===== src/rtl/fetch_unit.sv =====
// fetch_unit: instruction fetch front end for an SRAM-like bus.
// Issues word reads from the fetch PC, tracks in-flight requests in order,
// collects returned words into an instruction queue, and redirects on
// exception, ertn or taken branch. Misaligned fetch PCs produce an ADEF
// queue entry and stall fetch until the next redirect.
module fetch_unit #(
  parameter logic [31:0] RESET_PC        = 32'h1c000000,
  parameter int          MAX_OUTSTANDING = 2,
  parameter int          QDEPTH          = 4
) (
  input  logic        clk,
  input  logic        rst,
  input  logic        out_ready,
  output logic        out_valid,
  output logic [31:0] PC_out,
  output logic [31:0] inst_out,
  output logic        has_exception_out,
  output logic [5:0]  ecode_out,
  output logic [8:0]  esubcode_out,
  input  logic        ex_flush,
  input  logic [31:0] ex_entry,
  input  logic        ertn_flush,
  input  logic [31:0] ertn_entry,
  input  logic        br_taken,
  input  logic [31:0] br_target,
  input  logic        br_stall,
  output logic        req,
  output logic        wr,
  output logic [1:0]  size,
  output logic [31:0] addr,
  output logic [3:0]  wstrb,
  output logic [31:0] wdata,
  input  logic        addr_ok,
  input  logic        data_ok,
  input  logic [31:0] rdata
);

  localparam int OW = $clog2(MAX_OUTSTANDING + 1);
  localparam int QW = $clog2(QDEPTH);
  localparam int CW = QW + 1;
  localparam int PW = (MAX_OUTSTANDING > 1) ? $clog2(MAX_OUTSTANDING) : 1;
  localparam logic [PW-1:0] PLAST = PW'(MAX_OUTSTANDING - 1);

  logic [31:0]   fpc;
  logic          halt;
  logic [OW-1:0] outstanding;
  logic [OW-1:0] discard_cnt;

  // PCs of accepted requests, oldest first
  logic [31:0]   pend_pc [MAX_OUTSTANDING];
  logic [PW-1:0] pend_wr;
  logic [PW-1:0] pend_rd;

  // instruction queue storage
  logic [31:0]   q_pc    [QDEPTH];
  logic [31:0]   q_inst  [QDEPTH];
  logic          q_exc   [QDEPTH];
  logic [5:0]    q_ecode [QDEPTH];
  logic [8:0]    q_esub  [QDEPTH];
  logic [QW-1:0] q_head;
  logic [QW-1:0] q_tail;
  logic [CW-1:0] q_count;

  logic          redirect;
  logic [31:0]   redirect_pc;
  logic          credit;
  logic          accept;
  logic          resp;
  logic          deliver;
  logic          adef;
  logic          push;
  logic          pop;
  logic [31:0]   push_pc;
  logic [31:0]   push_inst;

  assign wr    = 1'b0;
  assign size  = 2'b10;
  assign wstrb = 4'b0000;
  assign wdata = 32'h0;
  assign addr  = fpc;

  // request gating, redirect selection and queue push/pop decisions
  always_comb begin
    redirect    = ex_flush | ertn_flush | br_taken;
    redirect_pc = ex_flush ? ex_entry : (ertn_flush ? ertn_entry : br_target);
    // a slot is reserved in the queue for every in-flight request
    credit      = (32'(outstanding) + 32'(q_count)) < 32'(QDEPTH);
    req         = !redirect && !br_stall && !halt && (fpc[1:0] == 2'b00) &&
                  (32'(outstanding) < 32'(MAX_OUTSTANDING)) && credit;
    accept      = req && addr_ok;
    resp        = data_ok && (outstanding != '0);
    deliver     = resp && !redirect && (discard_cnt == '0);
    // misaligned PC: wait until the bus is idle so the fault stays in order
    adef        = !redirect && (fpc[1:0] != 2'b00) && !halt &&
                  (outstanding == '0) && credit;
    push        = deliver || adef;
    out_valid   = (q_count != '0) && !redirect;
    pop         = out_valid && out_ready;
    push_pc     = adef ? fpc : pend_pc[pend_rd];
    push_inst   = adef ? 32'h0 : rdata;
  end

  // head entry drives decode; zeros when the queue is empty
  always_comb begin
    PC_out            = 32'h0;
    inst_out          = 32'h0;
    has_exception_out = 1'b0;
    ecode_out         = 6'h0;
    esubcode_out      = 9'h0;
    if (q_count != '0) begin
      PC_out            = q_pc[q_head];
      inst_out          = q_inst[q_head];
      has_exception_out = q_exc[q_head];
      ecode_out         = q_ecode[q_head];
      esubcode_out      = q_esub[q_head];
    end
  end

  // fetch PC, outstanding tracking, discard accounting and queue updates
  always_ff @(posedge clk) begin
    if (rst) begin
      fpc         <= RESET_PC;
      halt        <= 1'b0;
      outstanding <= '0;
      discard_cnt <= '0;
      pend_wr     <= '0;
      pend_rd     <= '0;
      q_head      <= '0;
      q_tail      <= '0;
      q_count     <= '0;
    end else begin
      if (accept) begin
        pend_pc[pend_wr] <= fpc;
        pend_wr          <= (pend_wr == PLAST) ? '0 : pend_wr + PW'(1);
      end
      if (resp) pend_rd <= (pend_rd == PLAST) ? '0 : pend_rd + PW'(1);
      if (accept && !resp) outstanding <= outstanding + OW'(1);
      else if (resp && !accept) outstanding <= outstanding - OW'(1);

      if (redirect) begin
        // no accept can happen here, so survivors are outstanding minus this response
        fpc         <= redirect_pc;
        halt        <= 1'b0;
        q_head      <= '0;
        q_tail      <= '0;
        q_count     <= '0;
        discard_cnt <= resp ? outstanding - OW'(1) : outstanding;
      end else begin
        if (accept) fpc <= fpc + 32'd4;
        if (adef) halt <= 1'b1;
        if (resp && (discard_cnt != '0)) discard_cnt <= discard_cnt - OW'(1);
        if (push) begin
          q_pc[q_tail]    <= push_pc;
          q_inst[q_tail]  <= push_inst;
          q_exc[q_tail]   <= adef;
          q_ecode[q_tail] <= adef ? 6'h8 : 6'h0;
          q_esub[q_tail]  <= 9'h0;
          q_tail          <= q_tail + QW'(1);
        end
        if (pop) q_head <= q_head + QW'(1);
        if (push && !pop) q_count <= q_count + CW'(1);
        else if (pop && !push) q_count <= q_count - CW'(1);
      end
    end
  end

endmodule


===== config.mk =====
export PLATFORM = sky130hd
export DESIGN_NAME = fetch_unit
export DESIGN_NICKNAME = d
export VERILOG_FILES = /design/src/rtl/fetch_unit.sv
export SDC_FILE = /design/constraint.sdc
export NUM_CORES = 1
export LEC_CHECK = 0
export BUFFER_PORTS_ARGS = -buffer_cell sky130_fd_sc_hd__clkbuf_2
export CAP_MARGIN = 20
export CELL_PAD_IN_SITES_DETAIL_PLACEMENT = 0
export CELL_PAD_IN_SITES_GLOBAL_PLACEMENT = 2
export CORE_MARGIN = 2
export CORE_UTILIZATION = 39
export CTS_CLUSTER_SIZE = 20
export DETAILED_ROUTE_END_ITERATION = 6
export HOLD_SLACK_MARGIN = 0.08
export PLACE_DENSITY = 0.92
export SETUP_SLACK_MARGIN = 0.02
export SLEW_MARGIN = 20
export SYNTH_ARGS = -nofsm -noshare
export SYNTH_HDL_FRONTEND = slang
export SYNTH_SLANG_ARGS = --single-unit
export TNS_END_PERCENT = 30

===== constraint.sdc =====
create_clock -name clk -period 4.3 [get_ports clk]
set_clock_uncertainty 0.15 [all_clocks]
set_input_delay 0.215 -clock clk [delete_from_list [all_inputs] [get_ports clk]]
set_output_delay 0.215 -clock clk [all_outputs]
set_load 0.02 [all_outputs]

After elaboration in Yosys (flattened, before gate mapping)
Memories as Yosys holds them, arrays and structs flattened. A register that Yosys moved wholly into a read port is not among the register bits. Cells that the tools add are included.

Flip-flop bits (word level): 46. Bits in writable memories: 340. Memories: 5. Output and inout port bits: 153. Word-level logic and storage cells: 107.

Muxes and demuxes: 38. Magnitude comparators: 2. Add/subtract/negate cells: 11. Reduce and logical (&&, ||, !) cells: 40. Bitwise operators: 2.

Memory list: q_inst (words 4, width 32, rd ports 1, clocked after Yosys merged registers in 1, wr ports 1, line 56) `logic [31:0] q_inst [QDEPTH];`; q_pc (words 4, width 32, rd ports 1, clocked after Yosys merged registers in 1, wr ports 1, line 55) `logic [31:0] q_pc [QDEPTH];`; pend_pc (words 2, width 32, rd ports 1, clocked after Yosys merged registers in 1, wr ports 1, line 50) `logic [31:0] pend_pc [MAX_OUTSTANDING];`; q_ecode (words 4, width 4, rd ports 1, clocked after Yosys merged registers in 1, wr ports 1, line 58) `logic [5:0] q_ecode [QDEPTH];`; q_exc (words 4, width 1, rd ports 1, clocked after Yosys merged registers in 1, wr ports 1, line 57) `logic q_exc [QDEPTH];`.

Operators by type and width (number): 32-bit two-way mux (8); 32-bit by 3-bit adder with 32-bit output (second input constant) (1); 2-bit two-way mux (13); 1-bit logical AND (20); 2-bit nonzero test (7); 1-bit two-way mux (12); 9-bit two-way mux (1); 1-bit zero test (7); 2-bit by 1-bit adder with 2-bit output (second input constant) (3); 2-bit zero test (3); 3-bit two-way mux (2); 6-bit two-way mux (1); 2-bit by 3-bit adder with 4-bit output (1); 4-bit by 3-bit < comparator with 1-bit output (second input constant) (1); 4-bit two-way mux (1); 2-bit by 1-bit subtractor with 2-bit output (second input constant) (2); 3-bit by 1-bit adder with 3-bit output (second input constant) (1); 3-bit nonzero test (1); 3-bit by 1-bit subtractor with 3-bit output (second input constant) (1); 1-bit adder (second input constant) (2); 2-bit < comparator (second input constant) (1); 1-bit OR (2); 2-bit OR reduction (1); 1-bit logical OR (1).

Logic depth before layout (Yosys ltp)
Depth after elaboration: 13. Mapped depth: 11. Depth with buffers taken out: 11.

Worst setup path before layout
OpenSTA, ideal clock, no wires.

Kind: reg-to-reg. Start: register outstanding[1]. End: memory pend_pc[0][0], enable pin. Arrival: 3304 ps. Cell stages (with the launch flop): 6. Setup slack: 385 ps. Clock period less this slack: 3915 ps. Path buffers: 0. Data required time: 3689 ps. Path through: dfxtp_1 -> ha_1 -> nor3_1 -> and4_1 -> nand2_1 -> nor3_1.

Longest elaborated chain between the ends: 7.

Ends and longest elaborated chain: start, declared (line 46) `logic [OW-1:0] outstanding;`; start signal, assigned (line 137) `if (accept && !resp) outstanding <= outstanding + OW'(1);`; start signal, assigned (line 138) `else if (resp && !accept) outstanding <= outstanding - OW'(1);`; 2-bit by 3-bit adder with 4-bit output or 2-bit < comparator (tied branches) (line 87, 89); 4-bit by 3-bit < comparator with 1-bit output or 1-bit logical AND (tied branches) (line 87, 88); 1-bit logical AND * (line 89) `(32'(outstanding) < 32'(MAX_OUTSTANDING)) && credit;`; 1-bit logical AND * (line 90) `accept = req && addr_ok;`; 1-bit two-way mux * (line 132) `if (accept) begin`; 1-bit two-way mux * (line 121) `if (rst) begin`; 1-bit two-way mux (not written as such) * (line 133) `pend_pc[pend_wr] <= fpc;`; end, declared (line 50).

Every way passes the cells marked *; elsewhere a longest branch is shown, timed or not.

Worst setup path after layout
Start: register fpc[7], in the netlist addr[7]. End: register fpc[28], in the netlist addr[28].

Longest elaborated chain between the ends: 3.

Ends and longest elaborated chain: start, declared (line 44) `logic [31:0] fpc;`; start signal, assigned (line 142) `fpc <= redirect_pc;`; start signal, assigned (line 149) `if (accept) fpc <= fpc + 32'd4;`; 32-bit by 3-bit adder with 32-bit output (line 149); 32-bit two-way mux (line 149); 32-bit two-way mux (line 140) `if (redirect) begin`.

No other way between the ends. The select of a mux whose other input is x is not followed. A chain may end at the register's enable or synchronous reset.

==> results.cfg <==
[run_status]
status = complete, no violations

[pwr]
intPower_mw = 6.07
p_seq_share_pct = 52.7
swShare_pct = 23.1
p_sw_mw = 1.82
clkPwrFrac_pct = 38.6
p_per_area_mw_per_mm2 = 398
p_leak_nw = 7.00
ir_worst_vdd_mv = 0.247
combPwrFrac_pct = 8.8

[yosys]
netlist_area_mm2 = 0.0163
ys_seq_area_share_pct = 65.6
postSynthCellCount = 1108
synth_warnings = 0
yosysUniqueCellTypes = 59
ys.flop_type = edfxtp_1
avgSynthCellArea_um2 = 14.7
ys_ff_latch = 373
synth_edf_count = 324
async_flop_share_pct = 0

[final_layout]
nets = 1567
drive_above_1_share_pct = 27.6
layout-area-overhead-vs-synth_pct = 21.6
fill_cells = 3615
n_antenna_cell = 0
finish.utilization_pct = 48.4
finish.instance_area_mm2 = 0.0198

[worst_setup_path]
worstPathCellList = nand3_1 -> nor4_4 -> a41o_1 -> a221oi_1 -> dlygate4sd3_1 -> o21ai_0 -> dlygate4sd3_1
regToRegEndpoint = addr[28]
worstSetupEndpointType = register
endpoint = addr[28]
critPathMaxStageDelay_ns = 0.75
required_ns = 4.62
cpMaxStageDelayCell = nor4_4
rrSetupSlack_ns = 0.88
critical_path.startpoint = addr[7]
cp.arrival_ns = 3.74
cp_max_fo = 17
path_class = register to register
crit_top_cell = dlygate4sd3_1
start_kind = register
timing.rr.start = addr[7]
ff2ff_path_depth = 7

[floorplan]
die_h_um = 209
dieArea_mm2 = 0.0435
coreArea_mm2 = 0.0410
initial_core_util_pct = 39.8
num_rows = 74
io_pins = 290
dieWidth_um = 209

[grt]
grt_usage_pct = 17.5
grt.overflow.total = 0
antenna_found_initial = 0
grt_pass1_wl_um = 59200
grt_max_degree = 67
grt_pass1_vias = 10400

[cts]
cts_buffer_depth = 3
cts_tree = yes
insertion_delay_ns = 0.52
hold_buffers = 82
cts_resized = 0
cts_buffers = 38
post_cts_buffers = 0
h-tree-depth = 2
path_clk_slew_ns = 0.06
cts_sinks = 373
cts-root-buf = clkbuf_16

[sta]
slew_headroom_pct = 31.3
slew_violations = 0
min_period_ns = 3.42
rsz0062_at_grt = false
hold_viol_final = 0
finalSetupViolations = 0
whs_ns = 0.0757
fmax_mhz = 293
finalCritPeriodShare_pct = 79.4
finalSetupTns_ns = 0
tightest_slew_ns = 1.03

[detailed_routing]
routed_wl_um = 38500
drtAntennaViolNets = 0
avgRoutedWirePerCell_um = 19.4
drc_errors = 0
viasPerCell = 5.12
vias = 10100
firstDrtPassIters = 5
first_iter_violations = 815

[placed_design]
gp_congestion = 0.862
dp_hpwl_um = 25800
place_area_mm2 = 0.0179
io_buffers = 236

[min_path]
hold_path_class = input port to register

[job]
cap_violations = 0
[kinds of logic after synthesis]
| family | synth area share (%) |
|---|---|
| simple gates | 10.2 |
| other cells | 0.0460 |
| xor+xnor | 1.07 |
| compound gates | 5.85 |
| flops | 65.6 |
| mux | 11.4 |
| fa+ha+maj | 0.890 |
| buf+inv | 4.85 |
[final cells by class]
cell class / count / area, um2 / share of cell area (%)
clock buffers: 46 / 1000 / 5.05
clock inverters: 22 / 158 / 0.795
inverters: 16 / 60.1 / 0.303
multi-input cells: 649 / 5030 / 25.4
flip-flops and latches: 373 / 10700 / 54.0
well taps: 532 / 666 / 3.36
repair buffers: 341 / 2200 / 11.1
[metrics by stage]
step,worst slack [ns],power (mW),cells
after floorplan,0.385,4.64,1159
after CTS,0.924,7.96,1979
after global routing,0.665,8.17,1979
final,0.884,7.89,1979
after detailed placement,1.12,4.86,1829
after global placement,1.23,4.84,1829
[cells in the mapped netlist, types with 16 or more instances]
cell / count / area (um2)
dfxtp_1: 49 / 981
buf_2: 21 / 105
edfxtp_1: 324 / 9730
mux4_2: 65 / 1460
nor2_1: 41 / 154
a21oi_1: 22 / 110
nand3_1: 16 / 80.1
nand2_1: 75 / 282
nor2b_1: 37 / 231
nand4_1: 20 / 125
o21ai_0: 58 / 290
buf_4: 56 / 420
and2_1: 73 / 457
a211oi_1: 18 / 135
mux2i_1: 40 / 400
clkbuf_1: 34 / 128
[registers in the layout, indices dropped and copies added, names as in the netlist, named ones only]
name / flops
pend_wr: 1
pend_rd: 1
q_inst: 128
q_head: 2
outstanding: 2
q_tail: 2
q_exc: 4
pend_pc: 64
q_count: 3
discard_cnt: 2
addr: 32
halt: 1
q_pc: 128
[placed cells by master (no fill, tap or decap), types with 7 or more instances in the layout]
| cell type | count |
|---|---|
| clkbuf_16 | 39 |
| a22oi_1 | 9 |
| a211oi_1 | 18 |
| a21oi_1 | 22 |
| inv_1 | 15 |
| nand4_1 | 20 |
| nand3_1 | 16 |
| edfxtp_1 | 324 |
| dfxtp_1 | 46 |
| o22ai_1 | 11 |
| and2_1 | 69 |
| buf_4 | 21 |
| nand2_1 | 75 |
| nor2_1 | 41 |
| nor3_1 | 12 |
| clkbuf_2 | 236 |
| ha_1 | 10 |
| dlygate4sd3_1 | 82 |
| xor2_1 | 15 |
| mux2i_1 | 40 |
| clkbuf_1 | 7 |
| mux4_2 | 65 |
| conb_1 | 53 |
| o21ai_0 | 58 |
| clkinv_1 | 8 |
| nor2b_1 | 37 |
[critical path, delay by kind of cell, from the launching register on]
family	cells	cell delay, ns
buffers and inverters	2	1.14
AOI/OAI and AO/OA	3	0.48
DFF	1	0.54
and+or+nand+nor	2	1.06
[power groups by stage]
stage	Combinational [mW]	Sequential [mW]	Clock, mW
4_1_cts	0.695	4.15	3.11
3_3_place_gp	0.611	4.22	0
2_1_floorplan	0.456	4.19	0
5_1_grt	0.764	4.16	3.24
3_5_place_dp	0.626	4.23	0
6_report	0.692	4.15	3.04
[per-layer routing]
metal	up-vias	global-route usage [%]	wire, um
li1	4736	-	-
met1	4968	22.9	16200
met2	376	30.0	19000
met3	55	3.46	2570
met4	0	4.38	769
met5	-	0	0
[how the worst min path moves through the flow]
| stage | start | endpoint | cells past startpoint |
|---|---|---|---|
| 6_report | br_target[13] | addr[13] | 5 |
| 5_1_grt | ex_entry[8] | addr[8] | 5 |
| 4_1_cts | ex_entry[6] | addr[6] | 5 |
| 3_5_place_dp | halt | halt | 2 |
| 3_3_place_gp | halt | halt | 2 |
| 2_1_floorplan | rst | addr[28] | 2 |
No activity file was read; power rests on OpenSTA's default activity.
